## src/rtl/ps2_tx_apb.sv

```systemverilog
// PS/2 device-side transmitter with an APB slave front end and a small TX FIFO.
// Bytes written to TXDATA are framed (start, 8 data LSB first, odd parity, stop) on ps2_clk/ps2_data.
module ps2_tx_apb #(
  parameter int unsigned CLK_DIV    = 50,
  parameter int unsigned FIFO_DEPTH = 4
) (
  input  logic        clock,
  input  logic        reset,
  input  logic [31:0] in_paddr,
  input  logic        in_psel,
  input  logic        in_penable,
  input  logic [2:0]  in_pprot,
  input  logic        in_pwrite,
  input  logic [31:0] in_pwdata,
  input  logic [3:0]  in_pstrb,
  output logic        in_pready,
  output logic [31:0] in_prdata,
  output logic        in_pslverr,
  output logic        ps2_clk,
  output logic        ps2_data
);

  localparam int unsigned AW = (FIFO_DEPTH > 1) ? $clog2(FIFO_DEPTH) : 1;
  localparam int unsigned CW = $clog2(FIFO_DEPTH + 1);
  localparam int unsigned PW = 9;
  localparam logic [PW-1:0] HALF = PW'(CLK_DIV);
  localparam logic [PW-1:0] LAST = PW'(2 * CLK_DIV - 1);

  typedef enum logic [1:0] {IDLE, SHIFT, GAP} state_t;

  state_t         state, state_next;
  logic [PW-1:0]  phase, phase_next;
  logic [3:0]     bit_idx, bit_next;
  logic           pop;
  logic [7:0]     tx_byte;
  logic [7:0]     mem [FIFO_DEPTH];
  logic [AW-1:0]  wr_ptr, rd_ptr;
  logic [CW-1:0]  count;
  logic           full, empty;
  logic           access, complete, sel_tx, sel_st, sel_ct;
  logic           push, flush;
  logic [31:0]    status;
  logic           frame_bit, clk_next, data_next;
  logic           unused_inputs;

  assign unused_inputs = &{1'b0, in_pprot, in_paddr[31:4], in_pwdata[31:8], in_pstrb[3:1]};

  // APB decode; every side effect is qualified by complete (psel & penable & pready)
  assign access   = in_psel & in_penable;
  assign complete = access & in_pready;
  assign sel_tx   = (in_paddr[3:0] == 4'h0);
  assign sel_st   = (in_paddr[3:0] == 4'h4);
  assign sel_ct   = (in_paddr[3:0] == 4'h8);

  assign full  = (count == CW'(FIFO_DEPTH));
  assign empty = (count == '0);

  assign push       = complete & in_pwrite & sel_tx & in_pstrb[0] & ~full;
  assign flush      = complete & in_pwrite & sel_ct & in_pwdata[0];
  assign in_pslverr = complete & in_pwrite & sel_tx & in_pstrb[0] & full;

  always_comb begin
    status      = '0;
    status[0]   = (state != IDLE);
    status[1]   = full;
    status[2]   = empty;
    status[7:4] = 4'(count);
  end

  assign in_prdata = (complete & ~in_pwrite & sel_st) ? status : '0;

  always_ff @(posedge clock or posedge reset) begin
    if (reset)         in_pready <= 1'b0;
    else if (complete) in_pready <= 1'b0;
    else if (access)   in_pready <= 1'b1;
  end

  // FIFO storage and pointers; flush overrides a coincident pop
  always_ff @(posedge clock) begin
    if (push) mem[wr_ptr] <= in_pwdata[7:0];
  end

  always_ff @(posedge clock or posedge reset) begin
    if (reset) begin
      wr_ptr <= '0;
      rd_ptr <= '0;
      count  <= '0;
    end else if (flush) begin
      rd_ptr <= wr_ptr;
      count  <= '0;
    end else begin
      if (push) wr_ptr <= wr_ptr + AW'(1);
      if (pop)  rd_ptr <= rd_ptr + AW'(1);
      if (push && !pop)      count <= count + CW'(1);
      else if (pop && !push) count <= count - CW'(1);
    end
  end

  always_ff @(posedge clock or posedge reset) begin
    if (reset)    tx_byte <= '0;
    else if (pop) tx_byte <= mem[rd_ptr];
  end

  // FSM: state register
  always_ff @(posedge clock or posedge reset) begin
    if (reset) begin
      state   <= IDLE;
      phase   <= '0;
      bit_idx <= '0;
    end else begin
      state   <= state_next;
      phase   <= phase_next;
      bit_idx <= bit_next;
    end
  end

  // FSM: next state
  always_comb begin
    state_next = state;
    phase_next = phase;
    bit_next   = bit_idx;
    pop        = 1'b0;
    unique case (state)
      IDLE: begin
        if (!empty) begin
          pop        = 1'b1;
          state_next = SHIFT;
          phase_next = '0;
          bit_next   = '0;
        end
      end
      SHIFT: begin
        if (phase == LAST) begin
          phase_next = '0;
          if (bit_idx == 4'd10) state_next = GAP;
          else                  bit_next   = bit_idx + 4'd1;
        end else begin
          phase_next = phase + PW'(1);
        end
      end
      GAP: begin
        if (phase == LAST) begin
          phase_next = '0;
          bit_next   = '0;
          if (!empty) begin
            pop        = 1'b1;
            state_next = SHIFT;
          end else begin
            state_next = IDLE;
          end
        end else begin
          phase_next = phase + PW'(1);
        end
      end
      default: state_next = IDLE;
    endcase
  end

  // FSM: outputs, registered below so the pins are glitch-free
  always_comb begin
    unique case (bit_idx)
      4'd0:    frame_bit = 1'b0;
      4'd9:    frame_bit = ~^tx_byte;
      4'd10:   frame_bit = 1'b1;
      default: frame_bit = tx_byte[3'(bit_idx - 4'd1)];
    endcase
    clk_next  = 1'b1;
    data_next = 1'b1;
    if (state == SHIFT) begin
      clk_next  = (phase < HALF);
      data_next = frame_bit;
    end
  end

  always_ff @(posedge clock or posedge reset) begin
    if (reset) begin
      ps2_clk  <= 1'b1;
      ps2_data <= 1'b1;
    end else begin
      ps2_clk  <= clk_next;
      ps2_data <= data_next;
    end
  end

endmodule

```

## config.mk

```make
export PLATFORM = sky130hd
export DESIGN_NAME = ps2_tx_apb
export DESIGN_NICKNAME = d
export VERILOG_FILES = /design/src/rtl/ps2_tx_apb.sv
export SDC_FILE = /design/constraint.sdc
export NUM_CORES = 1
export LEC_CHECK = 0
export ABC_AREA = 1
export ABC_CLOCK_PERIOD_IN_PS = 5600
export CAP_MARGIN = 5
export CELL_PAD_IN_SITES_DETAIL_PLACEMENT = 0
export CELL_PAD_IN_SITES_GLOBAL_PLACEMENT = 2
export CORE_UTILIZATION = 30
export DETAILED_ROUTE_END_ITERATION = 10
export HOLD_SLACK_MARGIN = 0.02
export PLACE_DENSITY = 0.84
export SLEW_MARGIN = 25
export SYNTH_ARGS = -nofsm -noshare
export SYNTH_HDL_FRONTEND = slang
export SYNTH_SLANG_ARGS = --single-unit
export TNS_END_PERCENT = 10
```

## constraint.sdc

```tcl
create_clock -name clock -period 5.6 [get_ports clock]
set_input_delay 0.56 -clock clock [delete_from_list [all_inputs] [get_ports clock]]
set_output_delay 0.56 -clock clock [all_outputs]
set_load 0.02 [all_outputs]
```

======== After elaboration in Yosys (flattened, before gate mapping) ========
Memory sizes are Yosys's and may differ from the RTL's. A register that Yosys moved wholly into a read port is not among the register bits.
Index checks and enable logic that the tools add are counted.
cells by class
  $add $sub $neg .......................... 7
  multiply operators ...................... 0
  div/mod/pow operators ................... 0
  $lt $le $gt $ge ......................... 2
  equality and inequality tests ........... 13
  shifts and indexed selects .............. 0
  muxes and demuxes ....................... 32
  bitwise gates (word level) .............. 14
  reductions and logical operators ........ 20
operators with widths
  kind                   number
  $mux W9                2
  $pmux W9 S2            1
  $mux W4                4
  $eq A4 B4 Y1 const B   3
  $mux W2                6
  $pmux W4 S3            1
  $and A1 B1 Y1          11
  $mux W1                10
  $ne A2 B2 Y1 const B   5
  $add A9 B1 Y9 const B  1
  $eq A9 B7 Y1 const B   1
  $lt A9 B6 Y1 const B   1
  $mux W3                3
  $logic_not A4 Y1       2
  $reduce_bool A2 Y1     4
  $reduce_xnor A8 Y1     1
  $mux W7                1
  $pmux W2 S3            1
  $reduce_bool A3 Y1     2
  $sub A3 B1 Y3 const B  2
  $reduce_and A5 Y1      1
  $add A2 B1 Y2 const B  2
  $add A4 B1 Y4 const B  1
  $eq A4 B3 Y1 const B   1
  other kinds (16)       21
word-level totals
  register bits ........................... 25
  latch bits .............................. 0
  RAM bits ................................ 32
  bits in read-only memories .............. 0
  input bits .............................. 76
  output and inout port bits .............. 36
  memories kept ........................... 1
memories
  memory  depth  bits a word  rd ports  clocked after Yosys merged registers in  wr ports  line  RTL
  mem     4      8            1         1                                        1         36    logic [7:0] mem [FIFO_DEPTH];

======== Logic depth before layout (Yosys ltp) ========
Gate-level depths: netlist of the first run.
  depth after elaboration ................. 11
  depth in mapped cells ................... 15
  mapped depth without buffers ............ 15

======== Worst setup path after synthesis of the first run ========
No wires, ideal clock.
  kind .................................... in2out
  start ................................... input port in_paddr[1]
  end ..................................... output port in_prdata[1]
  arrival time ............................ 1.534 ns
  path slack .............................. 3.506 ns
  cell stages on the path ................. 5
  path through ............................ nor2_1 -> nand2_1 -> nor2_4 -> nand3_1 -> nor3_1
between the ends
  cells in the longest elaborated chain, start to end .. 3
ends and longest elaborated chain
  element        line  RTL
  from (decl)    9     input logic [31:0] in_paddr,
  $eq A4 B3 Y1   52    assign sel_st = (in_paddr[3:0] == 4'h4);
  $and A1 B1 Y1  70    assign in_prdata = (complete & ~in_pwrite & sel_st) ? status : '0;
  $mux W7        70
  to (decl)      17    output logic [31:0] in_prdata,
No other way between the ends.

======== Final worst setup path of the first run ========
  start ................................... input port in_psel
  end ..................................... output port in_prdata[1]
between the ends
  cells in the longest elaborated chain, start to end .. 5
ends and longest elaborated chain
  element                     line  RTL
  from (decl)                 10    input logic in_psel,
  $and A1 B1 Y1               49    assign access = in_psel & in_penable;
  $and A1 B1 Y1               50    assign complete = access & in_pready;
  $and A1 B1 Y1 (2 in a row)  70
  $mux W7                     70
No other way between the ends.

==> run_results.csv, run 1 <==
group,metric,value,unit
clocking,cts.path.max_buffers,2,
layout,multi_input_area,1493,sq um
timing,timing.fmax,0.3379,GHz
drt,viasPerCell,4.452,
timing,rsz0062_at_grt,"false",
worst_setup_path,max_stage_delay,0.63,ns
clocking,postCtsSetupBuffers,0,
logic_synthesis,synth_cells,386,
worst_setup_path,crit_type,"input port to output pin",
clocking,path_clk_slew,0.06,ns
layout,drive_gt1_frac,0.1158,
logic_synthesis,yosysSeqAreaShare,0.5003,
floorplan,rows,39,
clocking,cts.sinks,65,
placement,port_buffers,27,
layout,syn_to_final_growth,17.74,%
power,total_power,0.001250,W
worst_hold_path,min_path_type,"flop to flop",
worst_setup_path,crit_path_max_fanout,6,
timing,final-max-slew-violation-count,0,
drt,ant_nets,0,
timing,setup_tns,0,ns
floorplan,die_h,111.2,um
power,pwr-share-clk,0.467,
placement,dpl.hpwl,4581,um
worst_setup_path,critPathSlowestCell,"clkdlybuf4s50_1",
drt,top_layer,"met4",
logic_synthesis,avgSynthCellArea,9.264,sq um
power,pwr-share-seq,0.428,
logic_synthesis,yosys.cell_count.top_type,"nor2_1",
logic_synthesis,ys_top_cells_by_count,"nor2_1 (59), nand2_1 (48), o21ai_0 (36), inv_1 (33), edfxtp_1 (32)",
floorplan,io_pins,112,
drt,first_pass_iters,7,
layout,final-seq-area,1789,sq um
timing,fin_skew,0.009982,ns
logic_synthesis,synth_area_leaders,"edfxtp_1 (27%), dfrtp_1 (22%), nor2_1 (6.2%)",
worst_setup_path,worstPathRequired,5.04,ns
timing,finalCriticalPeriod,2.959,ns
power,p_switching,0.0003332,W
logic_synthesis,async_flop_share,0.5077,
drt,drt_iter0_drc,162,
timing,worst_slew_pin_slew,0.8211,ns
worst_setup_path,worstSetupEndpointType,"output pin",
drt,met3WireLength,225,um
clocking,cts_buffers,9,
layout,nFillCells,1178,
floorplan,dieArea,12360,sq um
timing,setup-violations-final,0,
outcome,violations,"DRC",
power,comb_power_share,0.105,
placement,place.gp.congestion,0.7283,
logic_synthesis,synth_top_area_frac,0.2687,
floorplan,core,11520,sq um
logic_synthesis,synth_largest_area_cell,"edfxtp_1",
drt,drt_wl_total,6462,um
global_routing,grt_use_total,0.1187,
logic_synthesis,synth_edf_count,32,
logic_synthesis,ys.flop_type,"edfxtp_1",
power,vdd_drop_max,0.0002369,V
timing,relSlewSlack,0.4506,
clocking,htreeDepth,3,
drt,wl_met1,2996,um
drt,wl_met2,3116,um
outcome,status,"finished, violations left",
drt,via_count,2520,
clocking,cts_resized,0,
global_routing,grt_max_degree,34,
global_routing,overflow,0,
drt,wl_per_cell,11.42,um
layout,diodes,0,
logic_synthesis,synth_warnings,0,
worst_setup_path,cp_data_arrival_time,2.40,ns
power,p_per_area,296.9,nW/um^2
clocking,root_buffer,"clkbuf_16",
timing,hold_violations,0,
global_routing,grt_pass1_vias,2481,
logic_synthesis,synth_area,3576,sq um
timing,timing.final.crit_share,0.5285,
worst_setup_path,cp_top_family,"buffers and inverters",
floorplan,fp.dieW,111.2,um
clocking,clk_latency,0.33,ns
power,p_leak,1.750,nW
logic_synthesis,synthDistinctLibCells,40,
worst_setup_path,cp-start-kind,"input port",
global_routing,grt_pass1_wl,11510,um
global_routing,antenna_found_initial,0,
flow_run,cap_violations,0,
worst_setup_path,critical_path.cell_chain,"clkdlybuf4s50_1 -> nand3_1 -> nor2_4 -> nand3_1 -> nor3_1 -> clkdlybuf4s50_1",
drt,drc_errors,22,
power,swShare,0.2665,
worst_setup_path,crit_buf_inv,2,
layout,fin_nets,509,
clocking,cts_tree,"done",
floorplan,start_util,0.3105,
logic_synthesis,synth-seq-cells,65,
clocking,cts-hold-fix-buffers,0,
power,p_int,0.0009168,W
[metal layers]
metal / track usage / vias up
met5: 0 / -
met4: 0.04955 / 0
li1: - / 1284
met1: 0.1457 / 1164
met3: 0.03663 / 11
met2: 0.1929 / 61
[cell families (layout without fill, tap and decap cells)]
| family | Yosys count | after routing | synth area share |
|---|---|---|---|
| buffers and inverters | 74 | 86 | 0.1085 |
| AO/OA/AOI/OAI | 68 | 68 | 0.1095 |
| XOR/XNOR | 13 | 13 | 0.03184 |
| AND/OR/NAND/NOR | 150 | 150 | 0.1942 |
| adder cells (fa/ha/maj) | 15 | 15 | 0.05458 |
| other | 1 | 26 | 0.001049 |
| flip-flops | 65 | 65 | 0.5003 |
[final cells by class]
class / count / area share
clock buffer: 9 / 0.05349
clock inverter: 7 / 0.01991
inverter: 42 / 0.03863
multi-input combinational: 272 / 0.3545
sequential: 65 / 0.4250
tap: 143 / 0.04250
timing repair buffer: 28 / 0.06597
[power by group through the flow]
stage,sequential (W),combinational [W],clock (W)
2_1_floorplan,0.000538,0.000110,0
3_3_place_gp,0.000544,0.000131,0
3_5_place_dp,0.000544,0.000132,0
4_1_cts,0.000535,0.000133,0.000597
5_1_grt,0.000538,0.000148,0.000619
6_report,0.000535,0.000131,0.000584
[metrics by stage]
stage	hold slack (ns)	utilization	instance area (sq um)	setup slack [ns]	cells
global placement	0.4850	0.3388	3901	2.653	550
detailed placement	0.4932	0.3388	3901	2.629	550
global route	0.5113	0.3656	4210	2.520	566
CTS	0.5020	0.3656	4210	2.630	566
finish	0.4986	0.3656	4210	2.641	566
floorplan	0.4689	-	3670	3.506	411
[final timing paths]
check | start | endpoint | slack [ns] | depth (start not counted)
setup / recovery | in_psel | in_prdata[1] | 2.64 | 6
hold / removal | in_pready | in_pready | 0.50 | 1
setup reg to reg | phase[0] | count[2] | 3.31 | 15
hold reg to reg | in_pready | in_pready | 0.50 | 1
max in group asynchronous | reset | ps2_data | 4.63 | 3
min in group asynchronous | reset | count[2] | 0.63 | 3
[flip-flops by register name, indices dropped and copies added, names as in the netlist, 2 cells and up]
signal,cells
count,3
rd_ptr,2
wr_ptr,2
bit_idx,4
state,2
tx_byte,8
phase,9
mem,32
[placed cells by master (no fill, tap or decap), drive strengths merged, types with 2 or more instances in the layout]
| cell type | count |
|---|---|
| a31oi | 4 |
| clkbuf | 9 |
| xnor2 | 7 |
| nand3 | 19 |
| ha | 14 |
| o21ai | 38 |
| dfrtp | 31 |
| a21oi | 13 |
| o22ai | 6 |
| inv | 44 |
| edfxtp | 32 |
| clkinv | 3 |
| conb | 26 |
| nor2 | 67 |
| clkdlybuf4s50 | 27 |
| nand2 | 58 |
| nor3 | 3 |
| o211ai | 4 |
| dfstp | 2 |
| xor2 | 6 |
No activity file was read; power rests on OpenSTA's default activity.
==> run 2, diff against run 1 <==
Settings changed: ABC_CLOCK_PERIOD_IN_PS 5600 to 2500, CORE_UTILIZATION 30 to 25, PLACE_DENSITY 0.84 to 0.75.
Clock period 5.6 ns to 2.5 ns, I/O delays scaled along.
==> run_results.csv, run 2 (synthesis results as in run 1) <==
group,metric,value,unit
worst_setup_path,r2r-start,"phase[0]",
floorplan,die_h,121.6,um
worst_setup_path,worstPathRequired,2.25,ns
worst_setup_path,crit_type,"input port to output pin",
power,p_int,0.002249,W
worst_setup_path,max_stage_delay,0.63,ns
floorplan,rows,43,
floorplan,dieArea,14790,sq um
drt,drt_wl_total,6864,um
drt,wl_per_cell,11.25,um
drt,ant_nets,0,
timing,fin_skew,0.005821,ns
layout,largest_reg_flops,32,
power,p_leak,1.810,nW
global_routing,grt_pass1_vias,2442,
power,p_switching,0.0007046,W
clocking,cts_buffers,9,
power,vdd_drop_max,0.0004066,V
timing,final-max-slew-violation-count,0,
drt,drt_iter0_drc,73,
worst_setup_path,crit_buf_inv,2,
timing,finalCriticalPeriod,2.312,ns
layout,final_util,0.3122,
global_routing,overflow,0,
worst_setup_path,cp-start-kind,"input port",
timing,rsz0062_at_grt,"false",
floorplan,start_util,0.2566,
layout,fin_nets,516,
layout,layout_commonest_cell,"nor2_1",
layout,syn_to_final_growth,21.66,%
power,pwr-share-clk,0.490,
clocking,htreeDepth,3,
global_routing,antenna_found_initial,0,
drt,first_pass_iters,4,
drt,viasPerCell,4.166,
worst_setup_path,critPathSlowestCell,"clkdlybuf4s50_1",
layout,drive_gt1_frac,0.1326,
drt,drc_errors,0,
power,total_power,0.002953,W
global_routing,grt_use_total,0.1012,
clocking,cts_tree,"done",
clocking,path_clk_slew,0.06,ns
clocking,cts.path.max_buffers,2,
power,swShare,0.2386,
clocking,cts.sinks,65,
layout,most-common-layout-cells,"nor2_1 (59), nand2_1 (48), o21ai_0 (36)",
clocking,cts-hold-fix-buffers,0,
global_routing,grt_pass1_wl,11630,um
layout,diodes,0,
timing,hold_violations,0,
floorplan,fp.dieW,121.6,um
timing,setup_tns,0,ns
layout,top_regs,"mem (32), phase (9), tx_byte (8)",
layout,nFillCells,1466,
flow_run,cap_violations,0,
global_routing,grt_max_degree,34,
power,comb_power_share,0.109,
power,p_per_area,678.9,nW/um^2
power,pwr-share-seq,0.402,
clocking,clk_latency,0.33,ns
placement,place.gp.congestion,0.7279,
timing,timing.fmax,0.4326,GHz
worst_setup_path,worstSetupEndpointType,"output pin",
worst_setup_path,crit_path_max_fanout,6,
drt,via_count,2541,
worst_setup_path,r2r_end,"count[2]",
worst_setup_path,critical_path.cell_chain,"clkdlybuf4s50_1 -> nand3_1 -> nor2_4 -> nand3_1 -> nor3_1 -> clkdlybuf4s50_1",
placement,dpl.hpwl,4895,um
clocking,root_buffer,"clkbuf_16",
worst_setup_path,cp_top_family,"buffers and inverters",
worst_setup_path,cp_data_arrival_time,2.06,ns
timing,setup-violations-final,0,
floorplan,io_pins,112,
floorplan,core,13930,sq um
worst_setup_path,r2r_slack,0.33,ns
layout,regMostFlops,"mem",
worst_setup_path,worstRegToRegCells,15,
outcome,status,"completed",
timing,timing.final.crit_share,0.9247,
placement,port_buffers,27,
worst_hold_path,min_path_type,"input port to async pin",
run 2: cell types whose count changed in the layout (fill, tap and decap cells not counted), sizes merged:
cell and change:
clkinv +2, bufinv +2, buf +7, inv -3, clkinvlp -1
run 2: tightest hold or removal path, stage by stage:
cell and delay (ns):
clkdlybuf4s50_1 0.40, inv_1 0.05, buf_4 0.38
run 2: how the worst max path moves through the flow:
stage                         endpoint  cells past startpoint  startpoint
after floorplan               count[2]                     15    phase[0]
after global placement    in_prdata[2]                      6     in_psel
after detailed placement  in_prdata[2]                      6  in_penable
after CTS                 in_prdata[2]                      6  in_penable
after global routing          count[2]                     15    phase[0]
final                     in_prdata[2]                      6     in_psel
run 2: cell type report:
type / count / area [sq um] / area share
inverters: 42 / 162.7 / 0.03739
clock inverters: 7 / 117.6 / 0.02703
repair buffers: 35 / 330.3 / 0.07593
clock buffers: 9 / 225.2 / 0.05177
multi-input cells: 272 / 1500 / 0.3448
flip-flops and latches: 65 / 1789 / 0.4113
well taps: 180 / 225.2 / 0.05177
run 2: layer usage:
metal / vias to the layer above / share of wire / wire length [um] / track usage
met4: 0 / 0.016 / 112 / 0.04167
met1: 1186 / 0.46 / 3185 / 0.1242
met3: 8 / 0.032 / 221 / 0.02247
met5: - / 0 / 0 / 0
met2: 48 / 0.49 / 3344 / 0.1712
li1: 1299 / - / - / -
run 2: power groups by stage:
| stage | sequential [W] | clock [W] | combinational (W) |
|---|---|---|---|
| 5_1_grt | 0.00119 | 0.00153 | 0.000367 |
| 3_3_place_gp | 0.00121 | 0 | 0.000314 |
| 6_report | 0.00119 | 0.00145 | 0.000321 |
| 2_1_floorplan | 0.00120 | 0 | 0.000247 |
| 4_1_cts | 0.00119 | 0.00148 | 0.000320 |
| 3_5_place_dp | 0.00121 | 0 | 0.000319 |
run 2: repair_timing:
action                     CTS  global route
resized for setup            0             1
setup buffers                0             0
setup endpoints to repair    0             1
run 2: metrics by stage:
step	instance area (sq um)	hold slack (ns)	setup slack, ns	std cells
floorplan	3670	0.3489	0.4828	411
global placement	4000	0.4879	0.1852	594
detailed placement	4000	0.4838	0.1574	594
CTS	4343	0.3441	0.1554	610
global route	4350	0.4054	0.003897	610
finish	4350	0.3225	0.1883	610
==> run 3, diff against run 2 <==
Settings changed: CORE_MARGIN set to 1.5, SETUP_SLACK_MARGIN set to 0.15.
==> run_results.csv, run 3 (synthesis results as in run 1) <==
group,metric,value,unit
layout,most-common-layout-cells,"nor2_1 (59), nand2_1 (48), o21ai_0 (36)",
power,comb_power_share,0.106,
power,vdd_drop_max,0.0003927,V
global_routing,antenna_found_initial,0,
worst_setup_path,worstPathRequired,2.25,ns
layout,fin_nets,516,
floorplan,core,13930,sq um
clocking,cts_buffers,9,
layout,nFillCells,1439,
worst_setup_path,worstRegToRegCells,15,
timing,finalCriticalPeriod,2.307,ns
floorplan,rows,43,
flow_run,cap_violations,0,
drt,via_count,2555,
clocking,cts.path.max_buffers,2,
timing,fin_skew,0.007054,ns
layout,diodes,0,
drt,first_pass_iters,4,
worst_setup_path,r2r_slack,0.32,ns
layout,largest_reg_flops,32,
worst_setup_path,r2r-start,"phase[0]",
placement,port_buffers,27,
global_routing,grt_use_total,0.09686,
floorplan,dieArea,15030,sq um
power,pwr-share-seq,0.404,
power,p_per_area,675.3,nW/um^2
global_routing,grt_pass1_wl,11360,um
worst_setup_path,cp_data_arrival_time,2.06,ns
placement,dp_slack,0.1635,ns
layout,postLayoutCellArea,4347,sq um
layout,top_regs,"mem (32), phase (9), tx_byte (8)",
clocking,path_clk_slew,0.06,ns
floorplan,start_util,0.2566,
worst_setup_path,r2r_end,"count[2]",
drt,viasPerCell,4.189,
layout,layout_commonest_cell,"nor2_1",
layout,final_util,0.3119,
placement,place.gp.congestion,0.7186,
placement,place_area,4000,sq um
timing,timing.fmax,0.4334,GHz
clocking,cts.sinks,65,
layout,drive_gt1_frac,0.1279,
drt,drc_errors,0,
floorplan,fp.dieW,122.6,um
timing,fin_ws,0.1925,ns
worst_setup_path,worstSetupEndpointType,"output pin",
power,p_int,0.002242,W
worst_setup_path,crit_type,"input port to output pin",
power,pwr-share-clk,0.489,
timing,rsz0062_at_grt,"true",
drt,ant_nets,0,
drt,wl_per_cell,11.11,um
global_routing,overflow,0,
clocking,cts_tree,"done",
global_routing,grt_max_degree,34,
power,p_leak,1.820,nW
outcome,status,"completed",
drt,drt_iter0_drc,111,
layout,regMostFlops,"mem",
power,swShare,0.2361,
clocking,clk_latency,0.32,ns
timing,hold_slack,0.3309,ns
clocking,root_buffer,"clkbuf_16",
floorplan,io_pins,112,
worst_hold_path,min_path_type,"input port to async pin",
timing,hold_violations,0,
worst_setup_path,crit_path_max_fanout,6,
global_routing,grt_pass1_vias,2430,
layout,syn_to_final_growth,21.55,%
timing,timing.final.crit_share,0.9230,
timing,final-max-slew-violation-count,0,
worst_setup_path,cp-start-kind,"input port",
timing,setup_tns,0,ns
placement,dpl.hpwl,4907,um
power,p_switching,0.0006932,W
floorplan,die_h,122.6,um
clocking,htreeDepth,3,
drt,drt_wl_total,6780,um
timing,setup-violations-final,0,
clocking,postCtsSetupBuffers,0,
## run 3: metal layers
metal / vias to the layer above / global-route usage / part of all wire
met1: 1204 / 0.1220 / 0.47
met2: 45 / 0.1603 / 0.48
met4: 0 / 0.03488 / 0.012
li1: 1298 / - / -
met5: - / 0 / 0
met3: 8 / 0.02509 / 0.033
## run 3: through the flow
step | std cells | power (W)
5_1_grt | 610 | 0.003070
6_report | 610 | 0.002936
3_3_place_gp | 594 | 0.001521
2_1_floorplan | 411 | 0.001451
3_5_place_dp | 594 | 0.001523
4_1_cts | 610 | 0.002976
## run 3: power by group through the flow
stage | clock network (W) | logic, W | registers, W
2_1_floorplan | 0 | 0.000247 | 0.00120
3_3_place_gp | 0 | 0.000314 | 0.00121
3_5_place_dp | 0 | 0.000315 | 0.00121
4_1_cts | 0.00147 | 0.000316 | 0.00119
5_1_grt | 0.00152 | 0.000360 | 0.00119
6_report | 0.00144 | 0.000312 | 0.00119
## run 3: what timing repair did
| item | 4_1_cts | 5_1_grt |
|---|---|---|
| setup endpoints to repair | 0 | 7 |
| gates resized for setup | 0 | 1 |
| hold buffers | 0 | 0 |
## run 3: layout make-up
cell class / instances / area [sq um] / area share
clock buffer: 9 / 225.2 / 0.05181
multi-input combinational: 272 / 1493 / 0.3434
inverter: 42 / 162.7 / 0.03742
tap: 180 / 225.2 / 0.05181
timing repair buffer: 35 / 332.8 / 0.07657
sequential: 65 / 1789 / 0.4116
clock inverter: 7 / 118.9 / 0.02735
## run 3: critical path: stages
cell	delay [ns]
clkdlybuf4s50_1	0.47
nand3_1	0.14
nor2_4	0.18
nand3_1	0.19
nor3_1	0.19
clkdlybuf4s50_1	0.63
## run 3: how the worst max path moves through the flow
stage                   end  slack [ns]  depth (start not counted)   startpoint
5_1_grt        in_prdata[1]        0.05                          5    in_pready
6_report       in_prdata[1]        0.19                          6      in_psel
4_1_cts        in_prdata[1]        0.16                          7  in_paddr[1]
3_5_place_dp   in_prdata[1]        0.16                          6   in_penable
3_3_place_gp   in_prdata[2]        0.19                          6      in_psel
2_1_floorplan      count[2]        0.48                         15     phase[0]
